<file path="src/rtl/mc_seq_pkg.sv">
// Shared state codes and defaults for the multi-cycle sequencer, its memory
// wait timer, the instruction-class controller and the testbench.
package mc_seq_pkg;

    localparam logic [2:0] ST_IDLE   = 3'd0;
    localparam logic [2:0] ST_FETCH  = 3'd1;
    localparam logic [2:0] ST_DECODE = 3'd2;
    localparam logic [2:0] ST_EXEC   = 3'd3;
    localparam logic [2:0] ST_MEM    = 3'd4;
    localparam logic [2:0] ST_WB     = 3'd5;
    localparam logic [2:0] ST_ERR    = 3'd7;

    localparam int MEM_TIMEOUT_DEF = 15;

    typedef enum logic [2:0] {
        S_IDLE   = ST_IDLE,
        S_FETCH  = ST_FETCH,
        S_DECODE = ST_DECODE,
        S_EXEC   = ST_EXEC,
        S_MEM    = ST_MEM,
        S_WB     = ST_WB,
        S_ERR    = ST_ERR
    } state_t;

endpackage

</file>
<file path="src/rtl/mc_sequencer_if.sv">
// Memory request/acknowledge handshake between the sequencer and memory.
interface mc_sequencer_if;

    logic MemReq;
    logic MemWe;
    logic MemAck;

    modport master (output MemReq, output MemWe, input MemAck);
    modport slave  (input MemReq, input MemWe, output MemAck);

endinterface

</file>
<file path="src/rtl/mc_sequencer_mem_wait_timer.sv">
// Counts request cycles without an acknowledge; flags expiry on the cycle
// whose missing ack would bring the count up to MEM_TIMEOUT.
module mem_wait_timer
    import mc_seq_pkg::*;
#(
    parameter int MEM_TIMEOUT = MEM_TIMEOUT_DEF
) (
    input  logic clk,
    input  logic rst_n,
    input  logic clear,
    input  logic count_en,
    input  logic mem_ack,
    output logic expired
);

    logic [7:0] count;
    logic [8:0] count_inc;

    assign count_inc = {1'b0, count} + 9'd1;

    // Look-ahead so the FSM can leave for ERR in the same cycle the count hits the limit.
    assign expired = count_en && !mem_ack && (count_inc == 9'(MEM_TIMEOUT));

    always_ff @(posedge clk or negedge rst_n) begin
        if (!rst_n) begin
            count <= 8'd0;
        end else if (clear) begin
            count <= 8'd0;
        end else if (count_en && !mem_ack) begin
            count <= count_inc[7:0];
        end
    end

endmodule

</file>
<file path="src/rtl/mc_sequencer.sv">
// Multi-cycle FETCH/DECODE/EXEC/MEM/WB sequencer issuing datapath write strobes.
// Performance counters are built only when MC_SEQ_PERF_EN is defined.
module mc_sequencer
    import mc_seq_pkg::*;
#(
    parameter int CNT_W       = 32,
    parameter int MEM_TIMEOUT = MEM_TIMEOUT_DEF
) (
    input  logic                 Clk,
    input  logic                 Reset,
    input  logic                 Run,
    input  logic                 IsLoad,
    input  logic                 IsStore,
    input  logic                 IsBranch,
    input  logic                 IsJump,
    input  logic                 RegWrReq,
    mc_sequencer_if.master       mem,
    output logic                 IRWr,
    output logic                 PCWr,
    output logic                 RegWrEn,
    output logic                 InstRet,
    output logic [2:0]           State,
    output logic                 Busy,
    output logic                 Err,
    output logic [CNT_W-1:0]     CycleCnt,
    output logic [CNT_W-1:0]     InstCnt
);

    state_t state, next_state;
    logic   retire;
    logic   timer_en;
    logic   timer_clear;
    logic   expired;

    assign timer_en    = (state == S_FETCH) || (state == S_MEM);
    assign timer_clear = ((next_state == S_FETCH) || (next_state == S_MEM)) && (next_state != state);

    mem_wait_timer #(
        .MEM_TIMEOUT (MEM_TIMEOUT)
    ) u_timer (
        .clk      (Clk),
        .rst_n    (Reset),
        .clear    (timer_clear),
        .count_en (timer_en),
        .mem_ack  (mem.MemAck),
        .expired  (expired)
    );

    always_ff @(posedge Clk or negedge Reset) begin
        if (!Reset) begin
            state <= S_IDLE;
        end else begin
            state <= next_state;
        end
    end

    always_comb begin
        next_state = state;
        mem.MemReq = 1'b0;
        mem.MemWe  = 1'b0;
        IRWr       = 1'b0;
        PCWr       = 1'b0;
        RegWrEn    = 1'b0;
        retire     = 1'b0;
        case (state)
            S_IDLE: begin
                if (Run) next_state = S_FETCH;
            end
            S_FETCH: begin
                mem.MemReq = 1'b1;
                if (mem.MemAck) begin
                    IRWr       = 1'b1;
                    next_state = S_DECODE;
                end else if (expired) begin
                    next_state = S_ERR;
                end
            end
            S_DECODE: next_state = S_EXEC;
            S_EXEC: begin
                if (IsJump || IsBranch) begin
                    PCWr   = 1'b1;
                    retire = 1'b1;
                end else if (IsLoad || IsStore) begin
                    next_state = S_MEM;
                end else begin
                    next_state = S_WB;
                end
            end
            S_MEM: begin
                mem.MemReq = 1'b1;
                mem.MemWe  = IsStore;
                if (mem.MemAck) begin
                    if (IsLoad) begin
                        next_state = S_WB;
                    end else begin
                        PCWr   = 1'b1;
                        retire = 1'b1;
                    end
                end else if (expired) begin
                    next_state = S_ERR;
                end
            end
            S_WB: begin
                RegWrEn = RegWrReq;
                PCWr    = 1'b1;
                retire  = 1'b1;
            end
            S_ERR:   next_state = S_ERR;
            default: next_state = S_IDLE;
        endcase
        if (retire) next_state = Run ? S_FETCH : S_IDLE;
    end

    assign InstRet = retire;
    assign State   = state;
    assign Busy    = (state != S_IDLE) && (state != S_ERR);
    assign Err     = (state == S_ERR);

`ifdef MC_SEQ_PERF_EN
    always_ff @(posedge Clk or negedge Reset) begin
        if (!Reset) begin
            CycleCnt <= '0;
            InstCnt  <= '0;
        end else begin
            if (Busy)    CycleCnt <= CycleCnt + 1'b1;
            if (InstRet) InstCnt  <= InstCnt + 1'b1;
        end
    end
`else
    assign CycleCnt = '0;
    assign InstCnt  = '0;
`endif

endmodule

</file>
<file path="src/flat_wrapper.sv">
// flat-port wrapper written by rule: the top's interface ports become plain ports
module mc_sequencer_flat import mc_seq_pkg::*;
#(
    parameter int CNT_W       = 32,
    parameter int MEM_TIMEOUT = MEM_TIMEOUT_DEF
)
  (Clk, Reset, Run, IsLoad, IsStore, IsBranch, IsJump, RegWrReq, IRWr, PCWr, RegWrEn, InstRet, State, Busy, Err, CycleCnt, InstCnt, mem_MemReq, mem_MemWe, mem_MemAck);
  mc_sequencer_if mem_i ();
  input  logic Clk;
  input  logic Reset;
  input  logic Run;
  input  logic IsLoad;
  input  logic IsStore;
  input  logic IsBranch;
  input  logic IsJump;
  input  logic RegWrReq;
  output logic IRWr;
  output logic PCWr;
  output logic RegWrEn;
  output logic InstRet;
  output logic [2:0] State;
  output logic Busy;
  output logic Err;
  output logic [CNT_W-1:0] CycleCnt;
  output logic [CNT_W-1:0] InstCnt;
  output wire logic [$bits(mem_i.MemReq)-1:0] mem_MemReq;
  output wire logic [$bits(mem_i.MemWe)-1:0] mem_MemWe;
  input wire logic [$bits(mem_i.MemAck)-1:0] mem_MemAck;
  assign mem_MemReq = mem_i.MemReq;
  assign mem_MemWe = mem_i.MemWe;
  assign mem_i.MemAck = mem_MemAck;
  mc_sequencer #(.CNT_W(CNT_W), .MEM_TIMEOUT(MEM_TIMEOUT)) u_core (.Clk(Clk), .Reset(Reset), .Run(Run), .IsLoad(IsLoad), .IsStore(IsStore), .IsBranch(IsBranch), .IsJump(IsJump), .RegWrReq(RegWrReq), .mem(mem_i), .IRWr(IRWr), .PCWr(PCWr), .RegWrEn(RegWrEn), .InstRet(InstRet), .State(State), .Busy(Busy), .Err(Err), .CycleCnt(CycleCnt), .InstCnt(InstCnt));
endmodule
</file>
<file path="config.mk">
export PLATFORM = sky130hd
export DESIGN_NAME = mc_sequencer_flat
export DESIGN_NICKNAME = d
export VERILOG_FILES = /design/src/rtl/mc_seq_pkg.sv /design/src/rtl/mc_sequencer_if.sv /design/src/rtl/mc_sequencer_mem_wait_timer.sv /design/src/rtl/mc_sequencer.sv /design/src/flat_wrapper.sv
export SDC_FILE = /design/constraint.sdc
export NUM_CORES = 1
export LEC_CHECK = 0
export CORE_MARGIN = 2
export CORE_UTILIZATION = 30
export DETAILED_ROUTE_END_ITERATION = 10
export SLEW_MARGIN = 15
export SYNTH_ARGS = -nofsm -noshare
export SYNTH_HDL_FRONTEND = slang
export SYNTH_SLANG_ARGS = --single-unit
</file>
<file path="constraint.sdc">
create_clock -name Clk -period 3.2 [get_ports Clk]
set_input_delay 0.48 -clock Clk [delete_from_list [all_inputs] [get_ports Clk]]
set_output_delay 0.48 -clock Clk [all_outputs]
set_load 0.05 [all_outputs]
</file>
=== Yosys cells after proc, flatten, opt, wreduce, memory -nomap -nowiden ===
Index checks and enable logic that the tools add are counted.
W data, S select, Z words.

* Equality and inequality tests: 11
* Bitwise gates (word level): 0
* Muxes and demuxes: 21
* $lt $le $gt $ge: 0
* Shifts and indexed selects: 0
* $mul: 0
* Divide/modulo/power cells: 0
* Reductions and logical operators: 13
* Add/subtract/negate cells: 1

{| class="wikitable"
|+ Operators with widths
! cell !! count
|-
| $mux W3 || 7
|-
| $pmux W3 S7 || 1
|-
| $mux W8 || 2
|-
| $eq A3 B3 Y1 const B || 4
|-
| $mux W1 || 10
|-
| $add A8 B1 Y9 const B || 1
|-
| $eq A9 B4 Y1 const B || 1
|-
| $eq A3 B1 Y1 const B || 2
|-
| $eq A3 B2 Y1 const B || 2
|-
| $logic_and A1 B1 Y1 || 4
|-
| $logic_or A1 B1 Y1 || 4
|-
| $logic_not A3 Y1 || 1
|-
| $ne A3 B3 Y1 || 1
|-
| $ne A3 B3 Y1 const B || 1
|-
| $pmux W1 S3 || 1
|-
| $reduce_bool A3 Y1 || 1
|-
| $reduce_bool A2 Y1 || 1
|-
| $reduce_or A2 Y1 || 1
|-
| $logic_not A1 Y1 || 1
|}

* Input port bits: 9
* Flip-flop bits (word level): 11
* Output and inout bits: 75
* Memory bits (writable): 0
* Logic and storage cells: 48
* Latch bits: 0
* Bits in read-only memories: 0
* Memories: 0

=== Longest topological paths before layout ===
Gate-level depths: netlist (run 1).

* Depth in word-level cells: 12
* Depth in mapped cells: 8
* Gate-level depth less buffers: 8

=== By module ===
Synthesis (run 1) repeated with hierarchy kept, for this count alone.

* Cell total of the unflattened synthesis: 164
* Area total of the unflattened synthesis: 1,330.0 µm²

{| class="wikitable"
|+ Modules (own cells, without submodules)
! module !! times used !! area an instance (µm²) !! cells an instance
|-
| mc_sequencer || 1 || 865.8 || 115
|-
| mem_wait_timer || 1 || 464.2 || 49
|}

=== Worst setup path after synthesis (run 1) ===
OpenSTA, ideal clock, no wires.

* Path type: register to output
* Start point: register u_core.state[2], in the netlist u_core.State[2]
* End point: output Busy
* Required time: 2,720 ps
* Data arrival time: 2,110 ps
* Cell stages (with the launch flop): 4
* Setup slack: 610 ps
* Cell sequence: dfrtp_1 buf_2 and3_1 a21oi_1

* Longest elaborated chain between the ends: 2
* Elaborated cells between the ends (all ways): 3
* Those cells by class: 1 x eq/ne; 2 x reduce/logical

{| class="wikitable"
|+ Ends and longest elaborated chain
! what !! RTL line !! text
|-
| from (decl) || mc_sequencer.sv:29 || <nowiki>state_t state, next_state;</nowiki>
|-
| from (signal assigned) || mc_sequencer.sv:53 || <nowiki>state <= next_state;</nowiki>
|-
| $ne A3 B3 Y1 or $reduce_bool A3 Y1 (tied branches) || mc_sequencer.sv:116 || <nowiki>assign Busy = (state != S_IDLE) && (state != S_ERR);</nowiki>
|-
| $logic_and A1 B1 Y1 * || mc_sequencer.sv:116 ||
|-
| to (decl) || flat_wrapper.sv:22 || <nowiki>output logic Busy;</nowiki>
|}

Mark *: on every way between the ends. The rest lies on a longest branch, timed or not.

=== Worst setup path in the final report (run 1) ===
* Start point: input mem_MemAck
* End point: output IRWr

* Longest elaborated chain between the ends: 2

{| class="wikitable"
|+ Ends and longest elaborated chain
! what !! RTL line !! text
|-
| from (decl) || flat_wrapper.sv:28 || <nowiki>input wire logic [$bits(mem_i.MemAck)-1:0] mem_MemAck;</nowiki>
|-
| $mux W1 || mc_sequencer.sv:71 || <nowiki>if (mem.MemAck) begin</nowiki>
|-
| $mux W1 || mc_sequencer.sv:65 || <nowiki>case (state)</nowiki>
|-
| to (decl) || flat_wrapper.sv:17 || <nowiki>output logic IRWr;</nowiki>
|}

Every way passes these cells.

==> results of run 1 <==
-- per-stage QoR --
step / hold slack (ns) / total power [mW] / area, um2 / utilization / setup slack (ns)
floorplan: 0.1844 / 1.130 / 1913 / - / 0.6100
global placement: 0.6773 / 1.289 / 1687 / 0.3101 / 0.5158
detailed placement: 0.6816 / 1.279 / 1687 / 0.3101 / 0.4824
CTS: 0.5974 / 1.423 / 1732 / 0.3184 / 0.4823
global route: 0.6204 / 1.523 / 1732 / 0.3184 / 0.4000
finish: 0.5740 / 1.430 / 1732 / 0.3184 / 0.4957
-- layout make-up --
cell class                      count  area (um2)  area share
Tap cell                           72       90.09     0.05202
Sequential cell                    11       275.3      0.1590
Inverter                           12       45.04     0.02601
Clock buffer                        4       45.04     0.02601
Multi-Input combinational cell    187        1084      0.6257
Timing Repair Buffer               20       192.7      0.1113
-- power by group through the flow --
stage                     clock network (mW)  logic, mW  registers [mW]
after floorplan                            0      0.857           0.272
after global placement                     0       1.03           0.262
after detailed placement                   0       1.02           0.260
after CTS                              0.140       1.02           0.258
after global routing                   0.149       1.11           0.267
final                                  0.142       1.03           0.259
-- synthesized netlist by cell type (3+ instances only) --
cell type  instances
buf_4             65
nor2_1            16
nand2_1           13
inv_1             12
dfrtp_1           11
nand3_1           11
nand4_1            9
a21oi_1            6
nand3b_1           5
and3_1             4
o211ai_1           4
o21ai_0            4
xnor2_1            4
xor2_1             3
-- layer usage --
metal / vias to the layer above / share of wire
met5: - / 0
met4: 0 / 0.0053
met3: 3 / 0.050
met2: 50 / 0.49
met1: 641 / 0.45
li1: 654 / -
-- worst max path at each step --
stage                                    startpoint    to  slack (ns)  depth (start not counted)
after global placement                   mem_MemAck  IRWr        0.52                          4
after CTS                                mem_MemAck  IRWr        0.48                          4
after global routing                     mem_MemAck  IRWr        0.40                          4
final                                    mem_MemAck  IRWr        0.50                          4
after detailed placement                 mem_MemAck  IRWr        0.48                          4
after floorplan           u_core.State[2]$_DFF_PN0_  Busy        0.61                          3
-- state kept, by name, indices dropped and copies added (netlist names) --
name / flops
u_core.State: 3
u_core.u_timer.count: 8
-- worst max-delay path, cell delays in order --
cell	delay, ns
clkdlybuf4s50_1	0.62
inv_1	0.10
nor3_1	0.19
clkdlybuf4s50_1	0.83
-- cell families (layout without fill, tap and decap cells) --
logic type / count (synthesis) / in the layout / share of synthesized area
flip-flops: 11 / 11 / 0.1642
XOR/XNOR: 9 / 9 / 0.06269
AND/OR/NAND/NOR: 77 / 77 / 0.2522
AO/OA/AOI/OAI: 34 / 34 / 0.1672
adder cells (fa/ha/maj): 2 / 2 / 0.01492
multiplexers: 1 / 1 / 0.005970
other: 1 / 64 / 0.002237
buffers and inverters: 80 / 36 / 0.3306
==> impl_metrics.tcl, run 1 <==
set metrics [dict create \
    status "completed" \
    busiest_layer "met2" \
    start_kind "input port" \
    dieArea_um2 6202 \
    first_global_vias 1134 \
    p_seq_frac 0.181 \
    finalSetupTns_ns 0 \
    setup_viol 0 \
    switching_power_mw 0.8614 \
    dieWidth_um 78.76 \
    clkPwrFrac 0.099 \
    maxCapViolations 0 \
    final_antenna_net_count 0 \
    slew_headroom 0.5310 \
    grt_usage 0.09856 \
    clk_latency_ns 0.24 \
    clock_sinks 11 \
    synth-async-reset-ratio 1.000 \
    r2r-start "u_core.State[2]$_DFF_PN0_" \
    final_cell_mix "conb_1, clkdlybuf4s50_1, nor2_1, nand2_1, inv_1" \
    gr-usage-met3 0 \
    antenna_found_initial 0 \
    nets 246 \
    peakVddDrop_v 0.0003318 \
    reg2regPathDepth 6 \
    synth_area_um2 1677 \
    use_met1 0.1364 \
    remaining_drc_errors 0 \
    rsz0062_at_grt "false" \
    root_buffer "clkbuf_8" \
    ys_ff_latch 11 \
    drtIter0Drc 88 \
    viasPerCell 4.405 \
    cts_tree "built" \
    drv_slew 0 \
    cts-resized-gates 0 \
    area_growth_pct 3.284 \
    netlist_instances 215 \
    grt_start_max_net_pins 15 \
    yosysUniqueCellTypes 51 \
    worst_pin_slew_ns 0.7020 \
    ctsHoldBuffers 0 \
    dp_hpwl_um 2577 \
    worstPathMaxFanout 6 \
    cp.arrival_ns 2.22 \
    final_common_cell "conb_1" \
    synth-edff-count 0 \
    cts_setup_buffers 0 \
    overflow 0 \
    power_leakage_nw 0.7987 \
    core-area_um2 5439 \
    drive_above_1_share 0.09829 \
    critical_path_required_ns 2.72 \
    io_buffers 19 \
    crit_path_end_kind "output pin" \
    clkTransAtPathRegs_ns 0.05 \
    synth_area_leaders "buf_4, dfrtp_1, nor2_1" \
    yosysTopAreaCell "buf_4" \
    hold_class "input port to async pin" \
    r2r-end "u_core.u_timer.count[0]$_DFFE_PN0P_" \
    p_sw_frac 0.6024 \
    fin_crit_sh 0.8451 \
    p_int_mw 0.5686 \
    dr.pass1.iters 4 \
    initial_core_util 0.3083 \
    fin_skew_ns 0.002543 \
    nFillCells 591 \
    num_io_pins 84 \
    power.density_nw_per_um2 825.8 \
    rrSetupSlack_ns 0.96 \
    wl_um 3218 \
    avgSynthCellArea_um2 7.798 \
    clock_path_buffers 2 \
    path_class "input port to output pin" \
    fin_crit_ns 2.704 \
    grt_pass1_wl_um 5050 \
    hold_viol 0 \
    combPwrFrac 0.719 \
    die_y_um 78.76 \
    wl_per_cell_um 10.52 \
    yosysWarnings 0 \
    cts_max_level 1 \
    synth.top_cell.area_share 0.2910 \
    place_inst 302 \
    fmaxAchievable_mhz 369.8 \
    post_layout_nonfiller_instances 306 \
    num_rows 27 \
    synth_ff_type "dfrtp_1" \
    gp_congestion 0.8794 \
    n_antenna_cell 0 \
    grt_use_met2 0.1650 \
    via_count 1348 \
    cts_made_buffers 3 \
    synth.yosys.seq_area_share 0.1642 \
]
(Power assumes the default switching activity.)
==> inputs of run 2 (changes only) <==
--- a/config.mk
+++ b/config.mk
@@ -8,6 +8,7 @@
 export CORE_MARGIN = 2
 export CORE_UTILIZATION = 30
 export DETAILED_ROUTE_END_ITERATION = 10
+export PLACE_DENSITY = 0.65
 export SLEW_MARGIN = 15
 export SYNTH_ARGS = -nofsm -noshare
 export SYNTH_HDL_FRONTEND = slang
==> constraint.sdc (replaced) <==
create_clock -name Clk -period 2.4 [get_ports Clk]
set_input_delay 0.36 -clock Clk [delete_from_list [all_inputs] [get_ports Clk]]
set_output_delay 0.36 -clock Clk [all_outputs]
set_load 0.05 [all_outputs]
==> impl_metrics.tcl, run 2 (synthesis gave the netlist of run 1 again) <==
set metrics [dict create \
    power.total_mw 1.987 \
    first_global_vias 1194 \
    final_common_cell "conb_1" \
    regMostFlops "u_core.u_timer.count" \
    dp_hpwl_um 2702 \
    drv_slew 0 \
    rrSetupSlack_ns 0.24 \
    drive_above_1_share 0.1429 \
    die_y_um 78.76 \
    path_class "flip-flop to output pin" \
    hold_class "input port to async pin" \
    io_buffers 19 \
    slew_headroom 0.5927 \
    root_buffer "clkbuf_8" \
    critPathCapture "PCWr" \
    peakVddDrop_v 0.0004218 \
    remaining_drc_errors 0 \
    grt_pass1_wl_um 5520 \
    dr_wl_met3_um 228 \
    clkTransAtPathRegs_ns 0.05 \
    drtIter0Drc 125 \
    initial_core_util 0.3083 \
    route.met2.wl_um 1560 \
    power_leakage_nw 0.8380 \
    multi_input_area_um2 1087 \
    nets 250 \
    cp.arrival_ns 1.92 \
    wl_met1_um 1508 \
    fin_crit_ns 2.279 \
    top_layer "met4" \
    dieWidth_um 78.76 \
    worstPathMaxFanout 12 \
    critical_path_required_ns 2.04 \
    cts-resized-gates 0 \
    fmaxAchievable_mhz 438.7 \
    layout_setup_ws_ns 0.1207 \
    place_ws_ns 0.1351 \
    cts_setup_buffers 0 \
    fin_crit_sh 0.9497 \
    whs_ns 0.4549 \
    finalSetupTns_ns 0 \
    placed_area_um2 1743 \
    cts_tree "built" \
    wl_per_cell_um 10.90 \
    start_kind "flip-flop" \
    antenna_found_initial 0 \
    rsz0062_at_grt "false" \
    dieArea_um2 6202 \
    num_rows 27 \
    num_io_pins 84 \
    clock_sinks 11 \
    status "completed" \
    worst_pin_slew_ns 0.6069 \
    dr.pass1.iters 4 \
    crit_path_end_kind "output pin" \
    setup_viol 0 \
    reg2regPathDepth 7 \
    maxCapViolations 0 \
    fin_skew_ns 0.002290 \
    r2r-start "u_core.u_timer.count[1]$_DFFE_PN0P_" \
    core-area_um2 5439 \
    hold_viol 0 \
    largest_register_ffs 8 \
    power.density_nw_per_um2 1111 \
    gp_congestion 0.8707 \
    grt_usage 0.1103 \
    startpoint "u_core.State[2]$_DFF_PN0_" \
    clock_path_buffers 2 \
    cts_made_buffers 3 \
    area_growth_pct 6.642 \
    r2r-end "u_core.u_timer.count[0]$_DFFE_PN0P_" \
    grt_start_max_net_pins 14 \
    cts_max_level 1 \
    via_count 1366 \
    wl_um 3379 \
    final_antenna_net_count 0 \
    stdcell_area_um2 1788 \
    viasPerCell 4.406 \
    n_antenna_cell 0 \
    nFillCells 585 \
    clk_latency_ns 0.25 \
    overflow 0 \
    ctsHoldBuffers 0 \
    final_cell_mix "conb_1, nor2_1, nand2_1, inv_1" \
    seq_area_um2 275.3 \
]
-- run 2: cell type report --
class,instances,area share
clock buffers,4,0.02519
multi-input cells,187,0.6081
flip-flops and latches,11,0.1540
repair buffers,24,0.1372
inverters,12,0.02519
well taps,72,0.05039
-- run 2: worst min path at each step --
stage / end / slack [ns] / cells past startpoint
final: u_core.u_timer.count[7]$_DFFE_PN0P_ / 0.45 / 1
after global routing: u_core.u_timer.count[4]$_DFFE_PN0P_ / 0.50 / 1
after CTS: u_core.u_timer.count[5]$_DFFE_PN0P_ / 0.48 / 1
after detailed placement: u_core.u_timer.count[7]$_DFFE_PN0P_ / 0.66 / 3
after global placement: u_core.u_timer.count[7]$_DFFE_PN0P_ / 0.66 / 3
after floorplan: u_core.State[0]$_DFF_PN0_ / 0.06 / 0
-- run 2: report_power, final --
| group | switching (mW) | internal, mW |
|---|---|---|
| Clock | 0.0779 | 0.117 |
| Combinational | 0.971 | 0.459 |
| Sequential | 0.125 | 0.236 |
| Total | 1.17 | 0.813 |
-- run 2: through the flow --
step                  util  std cells
floorplan                -        278
global placement    0.3205        306
detailed placement  0.3205        306
CTS                 0.3287        310
global route        0.3287        310
finish              0.3287        310
-- run 2: routing by layer --
metal,global-route usage,vias up
li1,-,657
met1,0.1530,640
met2,0.1718,62
met3,0.006818,7
met4,0.05789,0
met5,0,-
-- run 2: critical path, cell delays in order, from the launching register on --
cell and delay [ns]:
dfrtp_1 0.64, inv_1 0.22, a211o_1 0.32, a21boi_1 0.16
inv_1 0.17, buf_12 0.16
==> inputs of run 3 (changes only) <==
--- a/config.mk
+++ b/config.mk
@@ -7,6 +7,7 @@
 export LEC_CHECK = 0
 export CORE_MARGIN = 2
 export CORE_UTILIZATION = 30
+export CTS_BUF_LIST = sky130_fd_sc_hd__clkbuf_4 sky130_fd_sc_hd__clkbuf_8 sky130_fd_sc_hd__clkbuf_16
 export DETAILED_ROUTE_END_ITERATION = 10
 export PLACE_DENSITY = 0.65
 export SLEW_MARGIN = 15
==> impl_metrics.tcl, run 3 (synthesis gave the netlist of run 1 again) <==
set metrics [dict create \
    final_common_cell "conb_1" \
    fmaxAchievable_mhz 438.7 \
    power_leakage_nw 0.8414 \
    rsz0062_at_grt "false" \
    cts_tree "built" \
    cts-resized-gates 0 \
    final_antenna_net_count 0 \
    dieArea_um2 6202 \
    hold_viol 0 \
    die_y_um 78.76 \
    ctsHoldBuffers 0 \
    worst_pin_slew_ns 0.6069 \
    fin_crit_sh 0.9498 \
    start_kind "flip-flop" \
    dp_hpwl_um 2702 \
    crit_path_end_kind "output pin" \
    grt_pass1_wl_um 5520 \
    path_class "flip-flop to output pin" \
    drive_above_1_share 0.1471 \
    fin_skew_ns 0.002140 \
    hold_class "input port to async pin" \
    overflow 0 \
    grt_use_met2 0.1718 \
    root_buffer "clkbuf_8" \
    worstPathMaxFanout 12 \
    via_count 1366 \
    clock_sinks 11 \
    place_inst 306 \
    drv_slew 0 \
    num_rows 27 \
    use_met1 0.1530 \
    whs_ns 0.4549 \
    clkTransAtPathRegs_ns 0.05 \
    n_antenna_cell 0 \
    status "completed" \
    busiest_layer "met2" \
    core-area_um2 5439 \
    peakVddDrop_v 0.0004218 \
    fin_crit_ns 2.280 \
    wl_um 3380 \
    regMostFlops "u_core.u_timer.count" \
    cp.arrival_ns 1.92 \
    num_io_pins 84 \
    setup_viol 0 \
    grt_usage 0.1103 \
    gp_congestion 0.8707 \
    power.density_nw_per_um2 1115 \
    cts_max_level 1 \
    post_layout_nonfiller_instances 310 \
    clock_path_buffers 2 \
    wl_per_cell_um 10.90 \
    first_global_vias 1194 \
    drtIter0Drc 125 \
    initial_core_util 0.3083 \
    slew_headroom 0.5927 \
    grt_start_max_net_pins 14 \
    nets 250 \
    antenna_found_initial 0 \
    dieWidth_um 78.76 \
    critical_path_required_ns 2.04 \
    gr-usage-met3 0.006818 \
    clk_latency_ns 0.25 \
    finalSetupTns_ns 0 \
    final_cell_mix "conb_1, nor2_1, nand2_1, inv_1" \
    maxCapViolations 0 \
    dr.pass1.iters 4 \
    area_growth_pct 6.866 \
    io_buffers 19 \
    viasPerCell 4.406 \
    cts_setup_buffers 0 \
    cts_made_buffers 3 \
    nFillCells 583 \
    remaining_drc_errors 0 \
    largest_register_ffs 8 \
]
==> run 3: cell count changes in the layout (fill, tap and decap cells not counted) <==
cell and delta:
clkbuf_1 -1, clkbuf_4 +1
==> run 3: stage by stage <==
step | power (mW) | area [um2] | setup slack [ns] | util
after floorplan | 1.512 | 1917 | 0.006313 | -
after global placement | 1.771 | 1743 | 0.1860 | 0.3205
after detailed placement | 1.783 | 1743 | 0.1351 | 0.3205
after CTS | 1.991 | 1792 | 0.1315 | 0.3294
after global routing | 2.123 | 1792 | 0.01892 | 0.3294
final | 1.998 | 1792 | 0.1205 | 0.3294
==> run 3: critical path: stages (launching register included) <==
cell,delay (ns)
dfrtp_1,0.64
inv_1,0.22
a211o_1,0.32
a21boi_1,0.16
inv_1,0.17
buf_12,0.16
==> run 3: area by class of cell <==
type	count	area [um2]	share of cell area
multi-input combinational	187	1087	0.6068
sequential	11	275.3	0.1536
timing repair buffer	24	245.2	0.1369
tap	72	90.09	0.05028
clock buffer	4	48.80	0.02723
inverter	12	45.04	0.02514
==> run 3: power by group <==
group / internal (mW) / switching, mW
Combinational: 0.459 / 0.971
Clock: 0.129 / 0.0781
Sequential: 0.236 / 0.125
==> run 3: path summary, 6_finish.rpt <==
| check | from | endpoint | slack (ns) | cells after the start |
|---|---|---|---|---|
| worst max-delay path | u_core.State[2]$_DFF_PN0_ | PCWr | 0.12 | 5 |
| worst min-delay path | Reset | u_core.u_timer.count[7]$_DFFE_PN0P_ | 0.45 | 1 |
| worst max register to register | u_core.u_timer.count[1]$_DFFE_PN0P_ | u_core.u_timer.count[0]$_DFFE_PN0P_ | 0.24 | 7 |
| worst min register to register | u_core.u_timer.count[7]$_DFFE_PN0P_ | u_core.u_timer.count[7]$_DFFE_PN0P_ | 0.67 | 3 |
| max in group asynchronous | Reset | u_core.State[2]$_DFF_PN0_ | 1.60 | 1 |
| min in group Clk | u_core.u_timer.count[7]$_DFFE_PN0P_ | u_core.u_timer.count[7]$_DFFE_PN0P_ | 0.67 | 3 |
==> run 3: metal layers <==
metal  up-vias  part of all wire  routed length, um
met2        62              0.46               1561
met5         -                 0                  0
met3         7             0.067                228
met1       640              0.45               1508
met4         0             0.024                 81
li1        657                 -                  -
